<file path="config.mk">
export PLATFORM = sky130hd
export DESIGN_NAME = axi_rd_arbiter
export DESIGN_NICKNAME = d
export VERILOG_FILES = /design/src/rtl/axi_arb_pkg.sv /design/src/rtl/axi_rd_arbiter_rr_arb2.sv /design/src/rtl/axi_rd_arbiter.sv
export SDC_FILE = /design/constraint.sdc
export NUM_CORES = 1
export LEC_CHECK = 0
export BUFFER_PORTS_ARGS = -buffer_cell sky130_fd_sc_hd__buf_2
export CAP_MARGIN = 5
export CORE_AREA = 2 2 118 120
export CTS_CLUSTER_DIAMETER = 100
export CTS_CLUSTER_SIZE = 28
export DETAILED_ROUTE_END_ITERATION = 7
export DIE_AREA = 0 0 120 122
export SLEW_MARGIN = 20
export SYNTH_ARGS = -nofsm -noshare
export SYNTH_HDL_FRONTEND = slang
export SYNTH_SLANG_ARGS = --single-unit
</file>
<file path="constraint.sdc">
create_clock -name clk -period 3.9 [get_ports clk]
set_input_delay 0.78 -clock clk [delete_from_list [all_inputs] [get_ports clk]]
set_output_delay 0.78 -clock clk [all_outputs]
set_load 0.02 [all_outputs]
</file>
<file path="src/rtl/axi_arb_pkg.sv">
// axi_arb_pkg: shared state encoding and AXI field widths for the read arbiter.
package axi_arb_pkg;
    typedef enum logic [1:0] {IDLE = 2'd0, ADDR = 2'd1, DATA = 2'd2} state_e;
    localparam int LEN_W   = 8;
    localparam int SIZE_W  = 3;
    localparam int BURST_W = 2;
    localparam int CACHE_W = 4;
    localparam int PROT_W  = 3;
    localparam int RESP_W  = 2;
    localparam int BEAT_W  = 9;
endpackage

</file>
<file path="src/rtl/axi_rd_arbiter_rr_arb2.sv">
// rr_arb2: two-way round-robin pick; a sole requester always wins.
module rr_arb2 (
    input  logic [1:0] req_i,
    input  logic       last_i,
    output logic       grant_o
);
    assign grant_o = (&req_i) ? ~last_i : req_i[1];
endmodule

</file>
<file path="src/rtl/axi_rd_arbiter.sv">
// axi_rd_arbiter: shares one AXI read port between fetch L1 (s0) and LSU L1 (s1),
// one burst outstanding at a time, with round-robin grant between bursts.
module axi_rd_arbiter
    import axi_arb_pkg::*;
#(
    parameter int ADDR_W = 32,
    parameter int DATA_W = 64
) (
    input  logic               clk,
    input  logic               reset,
    input  logic               s0_arvalid,
    output logic               s0_arready,
    input  logic [ADDR_W-1:0]  s0_araddr,
    input  logic [LEN_W-1:0]   s0_arlen,
    input  logic [SIZE_W-1:0]  s0_arsize,
    input  logic [BURST_W-1:0] s0_arburst,
    input  logic [CACHE_W-1:0] s0_arcache,
    input  logic [PROT_W-1:0]  s0_arprot,
    input  logic               s1_arvalid,
    output logic               s1_arready,
    input  logic [ADDR_W-1:0]  s1_araddr,
    input  logic [LEN_W-1:0]   s1_arlen,
    input  logic [SIZE_W-1:0]  s1_arsize,
    input  logic [BURST_W-1:0] s1_arburst,
    input  logic [CACHE_W-1:0] s1_arcache,
    input  logic [PROT_W-1:0]  s1_arprot,
    output logic               s0_rvalid,
    input  logic               s0_rready,
    output logic               s1_rvalid,
    input  logic               s1_rready,
    output logic [DATA_W-1:0]  s_rdata,
    output logic [RESP_W-1:0]  s_rresp,
    output logic               s_rlast,
    output logic               m_arvalid,
    input  logic               m_arready,
    output logic [ADDR_W-1:0]  m_araddr,
    output logic [LEN_W-1:0]   m_arlen,
    output logic [SIZE_W-1:0]  m_arsize,
    output logic [BURST_W-1:0] m_arburst,
    output logic [CACHE_W-1:0] m_arcache,
    output logic [PROT_W-1:0]  m_arprot,
    input  logic               m_rvalid,
    output logic               m_rready,
    input  logic [DATA_W-1:0]  m_rdata,
    input  logic [RESP_W-1:0]  m_rresp,
    input  logic               m_rlast,
    output logic               busy,
    output logic               len_err
);
    state_e             state_q, state_d;
    logic               grant_q, grant_d;
    logic               last_q, last_d;
    logic [BEAT_W-1:0]  beats_q, beats_d;
    logic [LEN_W-1:0]   len_q, len_d;
    logic               len_err_q, len_err_d;
    logic               rr_grant;
    logic               in_addr, in_data;

    rr_arb2 u_rr (
        .req_i   ({s1_arvalid, s0_arvalid}),
        .last_i  (last_q),
        .grant_o (rr_grant)
    );

    assign in_addr = state_q == ADDR;
    assign in_data = state_q == DATA;

    // Address payload is muxed on the registered grant, never registered itself.
    assign m_arvalid  = in_addr & (grant_q ? s1_arvalid : s0_arvalid);
    assign m_araddr   = grant_q ? s1_araddr  : s0_araddr;
    assign m_arlen    = grant_q ? s1_arlen   : s0_arlen;
    assign m_arsize   = grant_q ? s1_arsize  : s0_arsize;
    assign m_arburst  = grant_q ? s1_arburst : s0_arburst;
    assign m_arcache  = grant_q ? s1_arcache : s0_arcache;
    assign m_arprot   = grant_q ? s1_arprot  : s0_arprot;
    assign s0_arready = in_addr & ~grant_q & m_arready;
    assign s1_arready = in_addr & grant_q & m_arready;

    assign m_rready  = in_data & (grant_q ? s1_rready : s0_rready);
    assign s0_rvalid = in_data & ~grant_q & m_rvalid;
    assign s1_rvalid = in_data & grant_q & m_rvalid;
    assign s_rdata   = m_rdata;
    assign s_rresp   = m_rresp;
    assign s_rlast   = m_rlast;

    assign busy    = state_q != IDLE;
    assign len_err = len_err_q;

    always_comb begin
        state_d   = state_q;
        grant_d   = grant_q;
        last_d    = last_q;
        beats_d   = beats_q;
        len_d     = len_q;
        len_err_d = 1'b0;
        case (state_q)
            IDLE: if (s0_arvalid | s1_arvalid) begin
                grant_d = rr_grant;
                state_d = ADDR;
            end
            ADDR: if (m_arvalid & m_arready) begin
                len_d   = m_arlen;
                beats_d = '0;
                state_d = DATA;
            end
            DATA: if (m_rvalid & m_rready) begin
                beats_d = beats_q + 9'd1;
                if (m_rlast) begin
                    state_d   = IDLE;
                    last_d    = grant_q;
                    len_err_d = beats_d != ({1'b0, len_q} + 9'd1);
                end
            end
            default: state_d = IDLE;
        endcase
    end

    always_ff @(posedge clk) begin
        if (reset) begin
            state_q   <= IDLE;
            grant_q   <= 1'b0;
            last_q    <= 1'b1;
            beats_q   <= '0;
            len_q     <= '0;
            len_err_q <= 1'b0;
        end else begin
            state_q   <= state_d;
            grant_q   <= grant_d;
            last_q    <= last_d;
            beats_q   <= beats_d;
            len_q     <= len_d;
            len_err_q <= len_err_d;
        end
    end
endmodule

</file>
* Yosys cells after proc, flatten, opt, wreduce, memory -nomap -nowiden
Cells that the tools add are included.
** Operators by class
- Add/sub/neg operators :: 2
- Equality and inequality tests :: 7
- Mux-type cells :: 17
- Bitwise gates (word level) :: 18
- Reduce and logical (&&, ||, !) cells :: 10
** Operator list (number)
- $mux 32 :: 1
- $mux 9 :: 2
- $pmux 9 s2 :: 1
- $and 1x1->1 :: 12
- $mux 2 :: 5
- $add 8x1->9 const B :: 1
- $add 9x1->9 const B :: 1
- $ne 9x9->1 :: 1
- $mux 8 :: 1
- $mux 3 :: 2
- $pmux 2 s3 :: 1
- $reduce_and 2->1 :: 3
- $reduce_and 3->1 :: 2
- $not 1->1 :: 5
- $mux 4 :: 1
- $ne 2x1->1 const B :: 2
- $ne 2x2->1 const B :: 2
- $reduce_and 4->1 :: 1
- $reduce_bool 2->1 :: 2
- $reduce_or 4->1 :: 1
- $mux 1 :: 3
- $eq 2x1->1 const B :: 1
- $eq 2x2->1 const B :: 1
- $logic_not 2->1 :: 1
- $or 1x1->1 :: 1
** Word-level totals
- Flip-flop bits (word level) :: 22
- Bits of input ports :: 179
- Output and inout port bits :: 127
- Word-level logic and storage cells :: 60

* Longest topological paths before layout
- Depth in word-level cells :: 5
- Gate-level depth with buffers :: 6
- Mapped depth without buffers :: 6

* Modules after synthesis
Synthesis repeated with hierarchy kept, for this count alone.
** Second synthesis, totals
- Cells, all modules :: 285
- Area, all modules :: 2413.6 sq um
** Modules (own cells, without submodules)
- axi_rd_arbiter :: times used 1, cells an instance 284, area an instance 2402.3 sq um, seq. area each 440.4 sq um
- rr_arb2 :: times used 1, cells an instance 1, area an instance 11.3 sq um, seq. area each 0.0 sq um

* Worst setup path before layout
OpenSTA, ideal clock, no wires.
- Path kind :: input-to-output
- Start :: input port s1_arvalid
- End :: output port m_arvalid
- Arrival :: 1.390 ns
- Data required time :: 3.120 ns
- Slack :: 1.730 ns
- Stages :: 2
- Path buffers :: 0
- Cells stage by stage :: mux2i_1 -> nor3b_1
** Between the ends
- Cells in the longest elaborated chain, start to end :: 2
** Ends and longest elaborated chain
- start, declared :: RTL line axi_rd_arbiter.sv:19 : input logic s1_arvalid,
- $mux 1 :: RTL line axi_rd_arbiter.sv:69 : assign m_arvalid = in_addr & (grant_q ? s1_arvalid : s0_arvalid);
- $and 1x1->1 :: RTL line axi_rd_arbiter.sv:69
- end, declared :: RTL line axi_rd_arbiter.sv:34 : output logic m_arvalid,
No other way between the ends.

* Worst setup path in the final report
- Start :: register grant_q
- End :: output port m_arlen[6]
** Between the ends
- Cells in the longest elaborated chain, start to end :: 1
** Ends and longest elaborated chain
- start, declared :: RTL line axi_rd_arbiter.sv:51 : logic grant_q, grant_d;
- start signal, assigned :: RTL line axi_rd_arbiter.sv:128 : grant_q <= grant_d;
- $mux 8 :: RTL line axi_rd_arbiter.sv:71 : assign m_arlen = grant_q ? s1_arlen : s0_arlen;
- end, declared :: RTL line axi_rd_arbiter.sv:37 : output logic [LEN_W-1:0] m_arlen,
No other way between the ends.

==> impl_metrics.py <==
metrics = {
    "global_routing": {
        "grt_use_total": 0.122,
        "grt.met1_usage": 0.137,
        "antenna_found_initial": 0,
        "busiest_layer": "met2",
        "global_route_wire_length_before_repair_um": 13300,
        "grt_pass1_vias": 2244,
        "grt.met3_usage": 0.0384,
        "grt_max_degree": 33,
        "globalRouteOverflowTotal": 0,
        "gr-usage-met2": 0.225,
    },
    "floorplanning": {
        "start_util": 0.178,
        "ioPinCount": 306,
        "floorplan.core_area_mm2": 0.0135,
        "chipHeight_um": 122,
        "design.die.area_mm2": 0.0146,
        "die_x_um": 120,
        "std_cell_rows": 43,
    },
    "clocking": {
        "h-tree-depth": 1,
        "tritoncts": "done",
        "numCtsBuffers": 3,
        "post_cts_resize_count": 0,
        "cts.hold.buffers_added": 0,
        "clkTransAtPathRegs_ns": 0.06,
        "cts_post_setup_buffers_inserted": 0,
        "clockBufferDepth": 2,
        "cts.sink_count": 22,
        "insertion_delay_ns": 0.26,
        "cts-root-buf": "clkbuf_16",
    },
    "timing": {
        "fin_setup_tns_ns": 0,
        "worst_slew_margin_rel": 0.597,
        "final.hold.worst_slack_ns": 0.484,
        "final_min_period_over_clock_period": 0.729,
        "maxClockFrequency_ghz": 0.352,
        "timing.final.crit_period_ns": 2.84,
        "setup_viol": 0,
        "final_hold_viol_count": 0,
        "final-max-slew-violation-count": 0,
        "layout_skew_ns": 0.00778,
        "worst_pin_slew_ns": 0.605,
        "unrepaired_setup_endpoints_after_global_routing": "no",
    },
    "synthesis": {
        "syn-mean-instance-area_um2": 8.09,
        "edff_count_synth": 0,
        "seq_area_frac_synth": 0.183,
        "synth.net_count": 478,
        "synth-async-reset-ratio": 0,
        "yosysUniqueCellTypes": 38,
        "synthMostInstantiatedCell": "buf_4",
        "yosys.area.top_type": "mux2_2",
        "dominantRegCellSynth": "dfxtp_1",
        "synthTopCellsByCount": "68 x buf_4, 52 x mux2_2, 38 x nor2_1",
        "synthesis.area_mm2": 0.00240,
        "synth_top_cells_by_area": "mux2_2 24%, buf_4 21%, dfxtp_1 18%",
        "post-synth-top-area-fraction": 0.244,
        "postSynthCellCount": 297,
        "ys.warnings.count": 0,
        "yosys_register_bits": 22,
    },
    "setup_path": {
        "worst_setup_path_end_kind": "output port",
        "cp_max_fo": 32,
        "worst_ep_required_time_ns": 3.12,
        "crit_path_start_kind": "flip-flop",
        "arrival_ns": 2.06,
        "worst-setup-path-type": "flip-flop to output port",
    },
    "layout": {
        "nNetsFinal": 579,
        "antennaDiodeCount": 0,
        "area_added_between_synthesis_and_finish_pct": 27.3,
        "fraction_of_final_layout_cells_sized_beyond_drive_strength_1": 0.597,
    },
    "placed_design": {
        "dp_hpwl_um": 8390,
        "globalplace.congestion": 0.765,
        "io_buffer_count": 173,
    },
    "routing": {
        "wl_per_cell_um": 16.6,
        "ant_nets": 0,
        "detailedRoute.firstIterationViolations": 109,
        "iteration_count_of_the_initial_detailed_routing_pass": 4,
        "via_cell_ratio": 4.12,
        "finalWirelength_um": 9600,
        "num_vias": 2379,
        "drc": 0,
    },
    "run_status": {
        "run_status": "completed",
    },
    "power": {
        "leakage_dissipation_uw": 0.00138,
        "worst_ir_drop_vdd_v": 0.000115,
        "pwr_density_cell_mw_per_mm2": 271,
    },
    "worst_hold_path": {
        "timing.hold.worst.class": "flip-flop to flip-flop",
    },
    "job": {
        "maxCapViolCount": 0,
    },
}
[flip-flops by register name (all words and copies together), names as in the netlist]
signal	flops
beats_q	9
len_q	8
state_q	2
grant_q	1
last_q	1
len_err	1
[final cells by class]
type / instances / area (um^2)
Timing Repair Buffer: 175 / 881
Sequential cell: 22 / 442
Multi-Input combinational cell: 193 / 1400
Inverter: 3 / 11.3
Clock buffer: 3 / 75.1
Fill cell: 1504 / 10400
Tap cell: 180 / 225
Clock inverter: 1 / 30.0
[routing by layer]
layer  share of wire  up-vias  routed length [um]
met4          0.0096        0                  92
met1            0.38     1068                3650
met2            0.52      138                4960
met5               0        -                   0
met3           0.094        8                 906
li1                -     1165                   -
[layout by cell type (no fill, tap or decap), types with 2 or more instances in the layout]
cell       Yosys  final
o21ai_0        7      7
inv_1          3      3
nand3_1       10     10
buf_2          3    173
nand2_1       10     10
clkbuf_16      0      3
xnor2_1       10     10
buf_4         68      2
and3_1         2      2
o211ai_1       3      3
o21a_1         3      3
nor2_1        38     38
a21oi_1       10     10
mux2i_1        2      2
a211oi_1       2      2
ha_1           2      2
nor2b_1        2      2
nor3_1        13     13
dfxtp_1       22     21
xor2_1         2      2
nand3b_1       4      4
or3_1          4      4
or2_2          2      2
mux2_2        52     52
a31oi_1        3      3
[report_power, final]
group / leakage [uW] / switching, uW / internal (uW) / total (uW)
combinational: 0.00115 / 155 / 136 / 291
sequential: 0.000179 / 14.5 / 232 / 247
clock: 0.0000511 / 87.3 / 204 / 291
[cell families after synthesis]
group                    count (synthesis)  share of synthesized area
AO/OA/AOI/OAI                           33                     0.0885
XOR/XNOR                                12                     0.0437
adder cells (fa/ha/maj)                  2                     0.0104
buffers and inverters                   82                      0.236
flip-flops                              22                      0.183
multiplexers                            54                      0.252
AND/OR/NAND/NOR                         92                      0.186
[path summary, 6_finish.rpt]
| check | slack, ns | endpoint | cells after the start | from |
|---|---|---|---|---|
| min reg2reg | 0.48 | last_q | 2 | last_q |
| max reg2reg | 1.64 | len_err | 6 | beats_q[0] |
| min | 0.48 | last_q | 2 | last_q |
| max | 1.06 | m_arlen[6] | 3 | grant_q |
[critical path: stages (launching register included)]
cell,delay [ns]
dfxtp_2,0.71
buf_4,0.48
mux2_2,0.41
buf_2,0.16
[metrics by stage]
step / cell area, um^2 / total power (uW) / utilization / cells / worst slack, ns
floorplan: 2400 / 517 / - / 297 / 1.73
global placement: 2960 / 544 / 0.219 / 573 / 1.35
detailed placement: 2960 / 544 / 0.219 / 573 / 1.33
CTS: 3060 / 837 / 0.227 / 577 / 1.05
global route: 3060 / 869 / 0.227 / 577 / 0.983
finish: 3060 / 829 / 0.227 / 577 / 1.06
(Power assumes the default switching activity.)
